### config.mk
export PLATFORM = sky130hd
export DESIGN_NAME = avalon_mem_arbiter
export DESIGN_NICKNAME = d
export VERILOG_FILES = /design/src/rtl/avalon_mem_arbiter.sv
export SDC_FILE = /design/constraint.sdc
export NUM_CORES = 1
export LEC_CHECK = 0
export CAP_MARGIN = 15
export CORE_AREA = 2 2 89 91
export DETAILED_ROUTE_END_ITERATION = 10
export DIE_AREA = 0 0 91 93
export GPL_TIMING_DRIVEN = 0
export PLACE_DENSITY = 0.81
export SLEW_MARGIN = 20
export SYNTH_ARGS = -nofsm -noshare
export SYNTH_HDL_FRONTEND = slang
export SYNTH_SLANG_ARGS = --single-unit
### constraint.sdc
create_clock -name clk -period 2.6 [get_ports clk]
set_input_delay 0.39 -clock clk [delete_from_list [all_inputs] [get_ports clk]]
set_output_delay 0.39 -clock clk [all_outputs]
set_load 0.02 [all_outputs]
### src/rtl/avalon_mem_arbiter.sv
// Two-master Avalon-MM arbiter: round-robin grant onto one peripheral memory port,
// with a fixed-latency tag pipeline that steers each read response back to its issuer.
module avalon_mem_arbiter #(
    parameter int ADDRWIDTH = 8,
    parameter int DATAWIDTH = 32,
    parameter int LATENCY   = 1
) (
    input  logic                 clk,
    input  logic                 reset,
    input  logic                 m0_read,
    input  logic                 m0_write,
    input  logic [ADDRWIDTH-1:0] m0_address,
    input  logic [DATAWIDTH-1:0] m0_data_in,
    output logic                 m0_waitrequest,
    output logic                 m0_read_valid,
    output logic [DATAWIDTH-1:0] m0_data_out,
    input  logic                 m1_read,
    input  logic                 m1_write,
    input  logic [ADDRWIDTH-1:0] m1_address,
    input  logic [DATAWIDTH-1:0] m1_data_in,
    output logic                 m1_waitrequest,
    output logic                 m1_read_valid,
    output logic [DATAWIDTH-1:0] m1_data_out,
    output logic                 s_read,
    output logic                 s_write,
    output logic [ADDRWIDTH-1:0] s_address,
    output logic [DATAWIDTH-1:0] s_data_out,
    input  logic                 s_read_valid,
    input  logic [DATAWIDTH-1:0] s_data_in,
    output logic                 protocol_error
);

    logic                 w_req0;
    logic                 w_req1;
    logic                 w_both;
    logic                 w_issue;
    logic                 w_winner;
    logic                 w_winRead;
    logic                 w_winWrite;
    logic [ADDRWIDTH-1:0] w_winAddr;
    logic [DATAWIDTH-1:0] w_winData;
    logic                 w_lastValid;
    logic                 w_lastId;

    logic                 r_prio;
    logic [LATENCY-1:0]   r_tagValid;
    logic [LATENCY-1:0]   r_tagId;
    logic                 r_protocolError;

    // Nothing is issued while reset is held, so w_issue doubles as "command accepted".
    always_comb begin
        w_req0     = m0_read | m0_write;
        w_req1     = m1_read | m1_write;
        w_both     = w_req0 & w_req1;
        w_issue    = reset & (w_req0 | w_req1);
        w_winner   = w_both ? r_prio : w_req1;
        w_winRead  = w_winner ? m1_read    : m0_read;
        w_winWrite = w_winner ? m1_write   : m0_write;
        w_winAddr  = w_winner ? m1_address : m0_address;
        w_winData  = w_winner ? m1_data_in : m0_data_in;
    end

    assign m0_waitrequest = ~reset | (w_both & w_winner);
    assign m1_waitrequest = ~reset | (w_both & ~w_winner);

    assign s_write    = w_issue & w_winWrite;
    assign s_read     = w_issue & w_winRead & ~w_winWrite;
    assign s_address  = w_issue ? w_winAddr : '0;
    assign s_data_out = w_issue ? w_winData : '0;

    always_ff @(posedge clk or negedge reset) begin
        if (!reset) begin
            r_prio <= 1'b0;
        end else if (w_issue) begin
            r_prio <= ~w_winner;
        end
    end

    // Stage 0 captures the issuing master; the last stage lines up with s_read_valid.
    always_ff @(posedge clk or negedge reset) begin
        if (!reset) begin
            r_tagValid <= '0;
            r_tagId    <= '0;
        end else begin
            for (int i = LATENCY - 1; i > 0; i--) begin
                r_tagValid[i] <= r_tagValid[i-1];
                r_tagId[i]    <= r_tagId[i-1];
            end
            r_tagValid[0] <= s_read;
            r_tagId[0]    <= w_winner;
        end
    end

    assign w_lastValid = r_tagValid[LATENCY-1];
    assign w_lastId    = r_tagId[LATENCY-1];

    assign m0_read_valid = s_read_valid & w_lastValid & ~w_lastId;
    assign m1_read_valid = s_read_valid & w_lastValid &  w_lastId;
    assign m0_data_out   = s_data_in;
    assign m1_data_out   = s_data_in;

    always_ff @(posedge clk or negedge reset) begin
        if (!reset) begin
            r_protocolError <= 1'b0;
        end else if ((w_issue & w_winRead & w_winWrite) | (s_read_valid ^ w_lastValid)) begin
            r_protocolError <= 1'b1;
        end
    end

    assign protocol_error = r_protocolError;

endmodule

* Word-level counts from Yosys, hierarchy flattened
Index checks and enable logic that the tools add are counted.
Storage, ports and cells: register bits 4, input port bits 119, output and inout port bits 111, word-level logic and storage cells 33
Operators by class: muxes and demuxes 7, bitwise operators 22
Operators with widths (number):
- $mux 32 | 2
- $mux 8 | 2
- $and 1x1->1 | 11
- $or 1x1->1 | 6
- $not 1->1 | 4
- $mux 1 | 3
- $xor 1x1->1 | 1

* Logic depth before layout (Yosys ltp)
Gate-level depths: netlist of run 1.
word-level depth 7, gate-level depth with buffers 6, depth with buffers taken out 3

* Least setup slack after synthesis of run 1
No wires, ideal clock.
path type input port to output port, start input port m1_write, end output port s_data_out[10], data arrival time 1.417 ns, required time 2.210 ns, path slack 0.793 ns, cell stages on the path 5, path buffers 2, path through buf_2 > nor2_1 > buf_2 > o21ai_0 > a21oi_1
On the way: longest elaborated chain between the ends 5, elaborated cells on any way between the ends 7, classes of those cells mux (3); bitwise (4)
RTL lines:
- start: declaration | RTL line 18 | input logic m1_write,
- $or 1x1->1 (*) | RTL line 53 | w_req1 = m1_read | m1_write;
- $and 1x1->1 | RTL line 54 | w_both = w_req0 & w_req1;
- $mux 1 | RTL line 56 | w_winner = w_both ? r_prio : w_req1;
- $mux 32 | RTL line 60 | w_winData = w_winner ? m1_data_in : m0_data_in;
- $mux 32 (*) | RTL line 69 | assign s_data_out = w_issue ? w_winData : '0;
- end: declaration | RTL line 27 | output logic [DATAWIDTH-1:0] s_data_out,
Mark *: on every way between the ends. The rest lies on a longest branch, timed or not.

* Final worst setup path of run 1
start input port m1_read, end output port s_data_out[18]
On the way: longest elaborated chain between the ends 5, elaborated cells on any way between the ends 7, classes of those cells mux (3); bitwise (4)
RTL lines:
- start: declaration | RTL line 17 | input logic m1_read,
- $or 1x1->1 (*) | RTL line 53
- $and 1x1->1 | RTL line 54
- $mux 1 | RTL line 56
- $mux 32 | RTL line 60
- $mux 32 (*) | RTL line 69
Marks and branches as above.

==> impl_metrics.json, run 1 <==
{
  "outcome": "finished, final reports clean",
  "die_area_um2": 8463,
  "synth_top_area_share_pct": 31.55,
  "ctsHtreeMaxLevel": 1,
  "track_usage_pct": 15.50,
  "critical_path.reg2reg.startpoint": "r_prio$_DFFE_PN0P_",
  "worst-slew-pin-transition_ns": 0.2724,
  "syn-mean-instance-area_um2": 6.371,
  "worst_setup_path_end_kind": "output pin",
  "wirelength_um": 7361,
  "detailroute.via_count": 2427,
  "worstSetupStartpoint": "m1_read",
  "max-slew-margin-rel_pct": 81.68,
  "report.final.setup_viol": 0,
  "cp_data_arrival_time_ns": 2.11,
  "die_h_um": 93,
  "core_um2": 7527,
  "final.period_utilization_pct": 96.09,
  "dr.first_iter.drc_count": 84,
  "synth-seq-cells": 4,
  "worst_setup_path_endpoint": "s_data_out[18]",
  "rr_endpoint": "protocol_error$_DFFE_PN0P_",
  "grt_antenna_before_repair": 0,
  "layout-drive-gt1-share_pct": 22.95,
  "worst_reg2reg_setup_slack_ns": 1.44,
  "port_buffers": 195,
  "final-max-slew-violation-count": 0,
  "cts_tree": "done",
  "synth.cell_area_um2": 1523,
  "fin_util_pct": 48.82,
  "chipWidth_um": 91,
  "dp.final_hpwl_um": 6144,
  "postSynth.asyncResetShare_pct": 100.0,
  "clock_skew_ns": 0.0008762,
  "global_route.overflow_total": 0,
  "synth.distinct_cells": 22,
  "reg2regPathDepth": 4,
  "grt_pass1_vias": 2349,
  "grt_setup_unrepaired": "no",
  "grt_start_max_net_pins": 12,
  "power_per_standard_cell_area_nw_per_um2": 282.7,
  "critical_path.max_fanout": 10,
  "netlist.top_cell.by_area": "sky130_fd_sc_hd__buf_4",
  "post-place-cells": 536,
  "design.portCount": 230,
  "num_rows": 32,
  "routabilityCongestion": 0.7338,
  "power.ir.vdd_worst_mv": 0.1208,
  "ys_top_cells_by_count": "64 x sky130_fd_sc_hd__buf_4, 44 x sky130_fd_sc_hd__o21ai_0, 41 x sky130_fd_sc_hd__a21oi_1, 41 x sky130_fd_sc_hd__nand3_1, 15 x sky130_fd_sc_hd__buf_2",
  "yosys-top-cells-area": "sky130_fd_sc_hd__buf_4 32%, sky130_fd_sc_hd__o21ai_0 14%, sky130_fd_sc_hd__a21oi_1 13%, sky130_fd_sc_hd__nand3_1 13%, sky130_fd_sc_hd__dfrtp_1 6.6%",
  "numClockSinks": 4,
  "final_net_count": 562,
  "synth-seq-area-share_pct": 6.574,
  "hold_violation_count_in_the_final_report": 0,
  "clock_tree.buffer_depth": 2,
  "post-synth-top-count-cell": "sky130_fd_sc_hd__buf_4",
  "cts.clk_slew.worst_paths_ns": 0.03,
  "post_synth_inst_count": 239,
  "numCtsBuffers": 3,
  "drt-vias-per-instance": 4.478,
  "synth_enable_flop_cells": 0,
  "layout.filler_cells": 742,
  "ys.warnings.count": 0,
  "critical_path_required_ns": 2.21,
  "firstDrtPassIters": 6,
  "timing.setup.tns_ns": 0,
  "wire_length_of_the_first_global_routing_pass_um": 10880,
  "areaGrowthSynthToFinish_pct": 141.3,
  "power_leakage_nw": 1.511,
  "post_cts_hold_buffer_count": 0,
  "antenna_cells_inserted": 0,
  "floorplan.initialDensity_pct": 20.23,
  "startpoint_type": "input pin",
  "insertion_delay_ns": 0.21,
  "post-route-drc-count": 0,
  "fin_area_um2": 3675,
  "final_antenna_net_count": 0,
  "flip_flop_cell_with_the_highest_count_after_synthesis": "sky130_fd_sc_hd__dfrtp_1",
  "non_filler_instances": 542,
  "fmax_mhz": 400.3,
  "syn_nets": 359,
  "placement.cell_area_um2": 3602,
  "kind_of_critical_path": "in2out",
  "route.detailed.wl_per_inst_um": 13.58,
  "max-cap-violations": 0,
  "min_path_type": "in2async",
  "power_w": 0.001039,
  "clock-root-buffer": "sky130_fd_sc_hd__clkbuf_8",
  "fin_crit_ns": 2.498
}
==> metrics by stage <==
step	worst slack, ns	hold slack (ns)
final	0.1016	0.03800
after global routing	0.01253	0.04633
after CTS	0.003228	0.2330
after detailed placement	-0.5610	0.4890
after global placement	-0.4911	0.4729
after floorplan	0.7927	0.09441
==> critical path: stages <==
cell,delay [ns]
sky130_fd_sc_hd__clkdlybuf4s15_2,0.29
sky130_fd_sc_hd__or2_2,0.14
sky130_fd_sc_hd__buf_2,0.14
sky130_fd_sc_hd__buf_2,0.23
sky130_fd_sc_hd__nand3_1,0.13
sky130_fd_sc_hd__a21oi_1,0.16
sky130_fd_sc_hd__clkdlybuf4s50_1,0.64
==> final cells by class <==
class | count | area, um2 | area share [%]
flip-flops and latches | 4 | 100.1 | 2.724
plain buffers | 87 | 626.9 | 17.06
repair buffers | 198 | 1964 | 53.46
multi-input cells | 148 | 814.5 | 22.17
clock buffers | 3 | 41.29 | 1.124
well taps | 102 | 127.6 | 3.473
==> kinds of logic after synthesis <==
group / Yosys count / synth area share (%)
AOI/OAI and AO/OA: 91 / 33.03
buffers and inverters: 87 / 40.92
DFF: 4 / 6.574
adders and majority gates: 1 / 0.8216
and+or+nand+nor: 56 / 18.65
==> registers in the layout, indices dropped and copies added, names as in the netlist <==
register,count
protocol_error,1
r_tagId,1
r_prio,1
r_tagValid,1
==> report_power, final <==
part	total (W)	internal (W)	leakage, nW	switching [W]
clock network	0.000127	0.0000984	0.0216	0.0000283
registers	0.0000742	0.0000684	0.0460	0.00000580
logic	0.000838	0.000452	1.44	0.000386
==> metal layers <==
metal | part of all wire, % | track usage (%)
met1 | 38 | 17.29
met2 | 51 | 29.57
met3 | 9.1 | 3.304
met4 | 1.8 | 4.293
met5 | 0 | 0
==> placed cells by master, fill, tap and decap left out, types with 2 or more instances in the layout <==
cell and count:
sky130_fd_sc_hd__nand3_1 41, sky130_fd_sc_hd__buf_6 5, sky130_fd_sc_hd__nand4_1 2, sky130_fd_sc_hd__dfrtp_1 4
sky130_fd_sc_hd__clkbuf_8 3, sky130_fd_sc_hd__clkdlybuf4s50_1 188, sky130_fd_sc_hd__buf_2 15, sky130_fd_sc_hd__nand2_1 2
sky130_fd_sc_hd__clkbuf_2 5, sky130_fd_sc_hd__o21ai_0 44, sky130_fd_sc_hd__buf_4 67, sky130_fd_sc_hd__nor2_1 4
sky130_fd_sc_hd__nor2b_1 2, sky130_fd_sc_hd__a21oi_1 41, sky130_fd_sc_hd__a21boi_0 2, sky130_fd_sc_hd__dlygate4sd2_1 3
==> how the worst min path moves through the flow <==
stage                                     startpoint                         end  cells past startpoint
after floorplan                                reset  protocol_error$_DFFE_PN0P_                      0
after global placement    protocol_error$_DFFE_PN0P_  protocol_error$_DFFE_PN0P_                      2
after detailed placement  protocol_error$_DFFE_PN0P_  protocol_error$_DFFE_PN0P_                      2
after CTS                                      reset           r_tagId$_DFF_PN0_                      1
after global routing                           reset           r_tagId$_DFF_PN0_                      1
final                                          reset           r_tagId$_DFF_PN0_                      1
==> timing repair <==
item | in CTS | in global routing
gates resized for setup | 14 | 5
setup buffers | 3 | 0
setup endpoints to repair | 42 | 35
pin swaps | 2 | 0
No activity file was read; power rests on OpenSTA's default activity.
==> run 2: changes to the inputs <==
PLACE_DENSITY = 0.84   (was 0.81)
clock period = 2 ns   (was 2.6 ns; I/O delays follow)
==> run 2 against run 1 <==
Effect of this change: flip-flop and latch count unchanged; non-clock buffer count is the same; global-route usage rose by 0.066 points; final area is 4.3% lower; combinational power grew 23%; sequential share of layout area is 0.12 points higher; final cell count did not move; setup slack worse by 0.046 ns; critical endpoint is now m0_read_valid; largest power group unchanged; highest routed layer unchanged.
==> impl_metrics.json, run 2 (synthesis gave the netlist of run 1 again) <==
{
  "die_h_um": 93,
  "numCtsBuffers": 3,
  "final-max-slew-violation-count": 0,
  "core_um2": 7527,
  "clock_skew_ns": 0.00005076,
  "post-route-drc-count": 0,
  "worst-slew-pin-transition_ns": 0.2546,
  "wirelength_um": 7501,
  "kind_of_critical_path": "in2out",
  "final_net_count": 562,
  "firstDrtPassIters": 4,
  "clock_tree.buffer_depth": 2,
  "wire_length_of_the_first_global_routing_pass_um": 10730,
  "final_critical_path_setup_slack_ns": 0.05522,
  "cts.clk_slew.worst_paths_ns": 0.03,
  "power_per_standard_cell_area_nw_per_um2": 368.7,
  "grt_antenna_before_repair": 0,
  "floorplan.initialDensity_pct": 20.23,
  "grt_pass1_vias": 2351,
  "antenna_cells_inserted": 0,
  "drt-vias-per-instance": 4.561,
  "critical_path.max_fanout": 2,
  "numClockSinks": 4,
  "layout.filler_cells": 764,
  "critical-path-top-cell-by-count": "sky130_fd_sc_hd__clkdlybuf4s50_1",
  "routabilityCongestion": 0.7644,
  "layout-drive-gt1-share_pct": 31.82,
  "final.period_utilization_pct": 97.24,
  "report.final.setup_viol": 0,
  "outcome": "finished, final reports clean",
  "startpoint_type": "input pin",
  "max-slew-margin-rel_pct": 82.98,
  "detailroute.via_count": 2472,
  "power_leakage_nw": 1.558,
  "dr.first_iter.drc_count": 73,
  "mostFrequentLayoutCells": "149 x sky130_fd_sc_hd__clkdlybuf4s50_1, 76 x sky130_fd_sc_hd__buf_4, 44 x sky130_fd_sc_hd__o21ai_0, 41 x sky130_fd_sc_hd__nand3_1, 41 x sky130_fd_sc_hd__a21oi_1",
  "power.ir.vdd_worst_mv": 0.1688,
  "cp_max_stage_cell": "sky130_fd_sc_hd__clkdlybuf4s50_1",
  "critical_path.top_delay_family": "buffers and inverters",
  "cts_tree": "done",
  "final_antenna_net_count": 0,
  "die_area_um2": 8463,
  "insertion_delay_ns": 0.21,
  "layout.cells.most_common": "sky130_fd_sc_hd__clkdlybuf4s50_1",
  "timing.setup.tns_ns": 0,
  "timing.critical_path.cells": "clkdlybuf4s50_1 > ha_1 > nor2b_1 > clkdlybuf4s50_1",
  "fmax_mhz": 514.2,
  "post_placement_worst_setup_slack_ns": -0.9116,
  "grt_setup_unrepaired": "no",
  "worstPathBufferInverterCount": 2,
  "hold_violation_count_in_the_final_report": 0,
  "worst_setup_path_end_kind": "output pin",
  "route.detailed.wl_per_inst_um": 13.84,
  "design.portCount": 230,
  "grt_start_max_net_pins": 12,
  "num_rows": 32,
  "max-cap-violations": 0,
  "biggest_cell_delay_along_the_critical_path_ns": 0.61,
  "chipWidth_um": 91,
  "track_usage_pct": 15.57,
  "fin_crit_ns": 1.945,
  "cp_data_arrival_time_ns": 1.64,
  "areaGrowthSynthToFinish_pct": 131.0,
  "clock-root-buffer": "sky130_fd_sc_hd__clkbuf_8",
  "min_path_type": "in2reg",
  "port_buffers": 195,
  "global_route.overflow_total": 0,
  "dp.final_hpwl_um": 6308,
  "ctsHtreeMaxLevel": 1,
  "critical_path_required_ns": 1.70
}
[run 2: changes by cell type in the layout (fill, tap and decap cells not counted), moves of 3 or more]
cell                              before  now
sky130_fd_sc_hd__clkbuf_4              0    3
sky130_fd_sc_hd__clkbuf_2              5   22
sky130_fd_sc_hd__buf_4                67   76
sky130_fd_sc_hd__clkdlybuf4s50_1     188  149
sky130_fd_sc_hd__buf_2                15   24
[run 2: worst reg2reg max path, cell delays in order, from the launching register on]
cell	delay [ns]
sky130_fd_sc_hd__dfrtp_1	0.43
sky130_fd_sc_hd__o21bai_4	0.25
sky130_fd_sc_hd__buf_4	0.20
sky130_fd_sc_hd__nand4_1	0.09
sky130_fd_sc_hd__nand3_1	0.07
[run 2: metrics by stage]
step | std cells | total power [W] | instance area [um2] | hold slack, ns | util, %
6_report | 542 | 0.001297 | 3517 | 0.4198 | 46.73
4_1_cts | 541 | 0.001345 | 3711 | 0.09434 | 49.30
2_1_floorplan | 239 | 0.0006424 | 1523 | 0.004409 | -
3_5_place_dp | 536 | 0.001179 | 3602 | 0.4834 | 47.86
5_1_grt | 542 | 0.001379 | 3517 | 0.4382 | 46.73
3_3_place_gp | 536 | 0.001165 | 3602 | 0.4748 | 47.86
[run 2: area by class of cell]
type,count,area [um2],area share (%)
multi-input cells,148,814.5,23.16
well taps,102,127.6,3.629
clock buffers,3,41.29,1.174
repair buffers,198,1777,50.52
plain buffers,87,656.9,18.68
flip-flops and latches,4,100.1,2.846
[run 2: path summary, 6_finish.rpt]
path	startpoint	end	slack (ns)	cells past startpoint
min in group asynchronous	reset	protocol_error$_DFFE_PN0P_	0.59	2
setup / recovery	s_read_valid	m0_read_valid	0.06	4
setup reg to reg	r_prio$_DFFE_PN0P_	protocol_error$_DFFE_PN0P_	0.84	4
hold reg to reg	protocol_error$_DFFE_PN0P_	protocol_error$_DFFE_PN0P_	0.48	2
max in group asynchronous	reset	r_tagValid$_DFF_PN0_	1.24	2
hold / removal	m0_write	protocol_error$_DFFE_PN0P_	0.42	3
[run 2: power by group]
| part | internal, W | switching [W] | leakage, nW |
|---|---|---|---|
| clock network | 0.000128 | 0.0000393 | 0.0216 |
| logic | 0.000533 | 0.000499 | 1.49 |
| registers | 0.0000890 | 0.00000829 | 0.0460 |
[run 2: metal layers]
layer  wire, um  vias up  global-route usage [%]
li1           -     1176                       -
met1       2702     1111                   15.61
met2       3866      169                   30.37
met3        782       16                   4.915
met4        150        0                   4.924
met5          0        -                       0
[run 2: repair_timing]
action / CTS / global route
endpoints found under the hold margin: 0 / 4
setup buffers: 2 / 0
cloned: 0 / 0
gates resized for setup: 120 / 55
pin swaps: 2 / 2
endpoints found under the setup margin: 44 / 42
hold buffers: 0 / 1
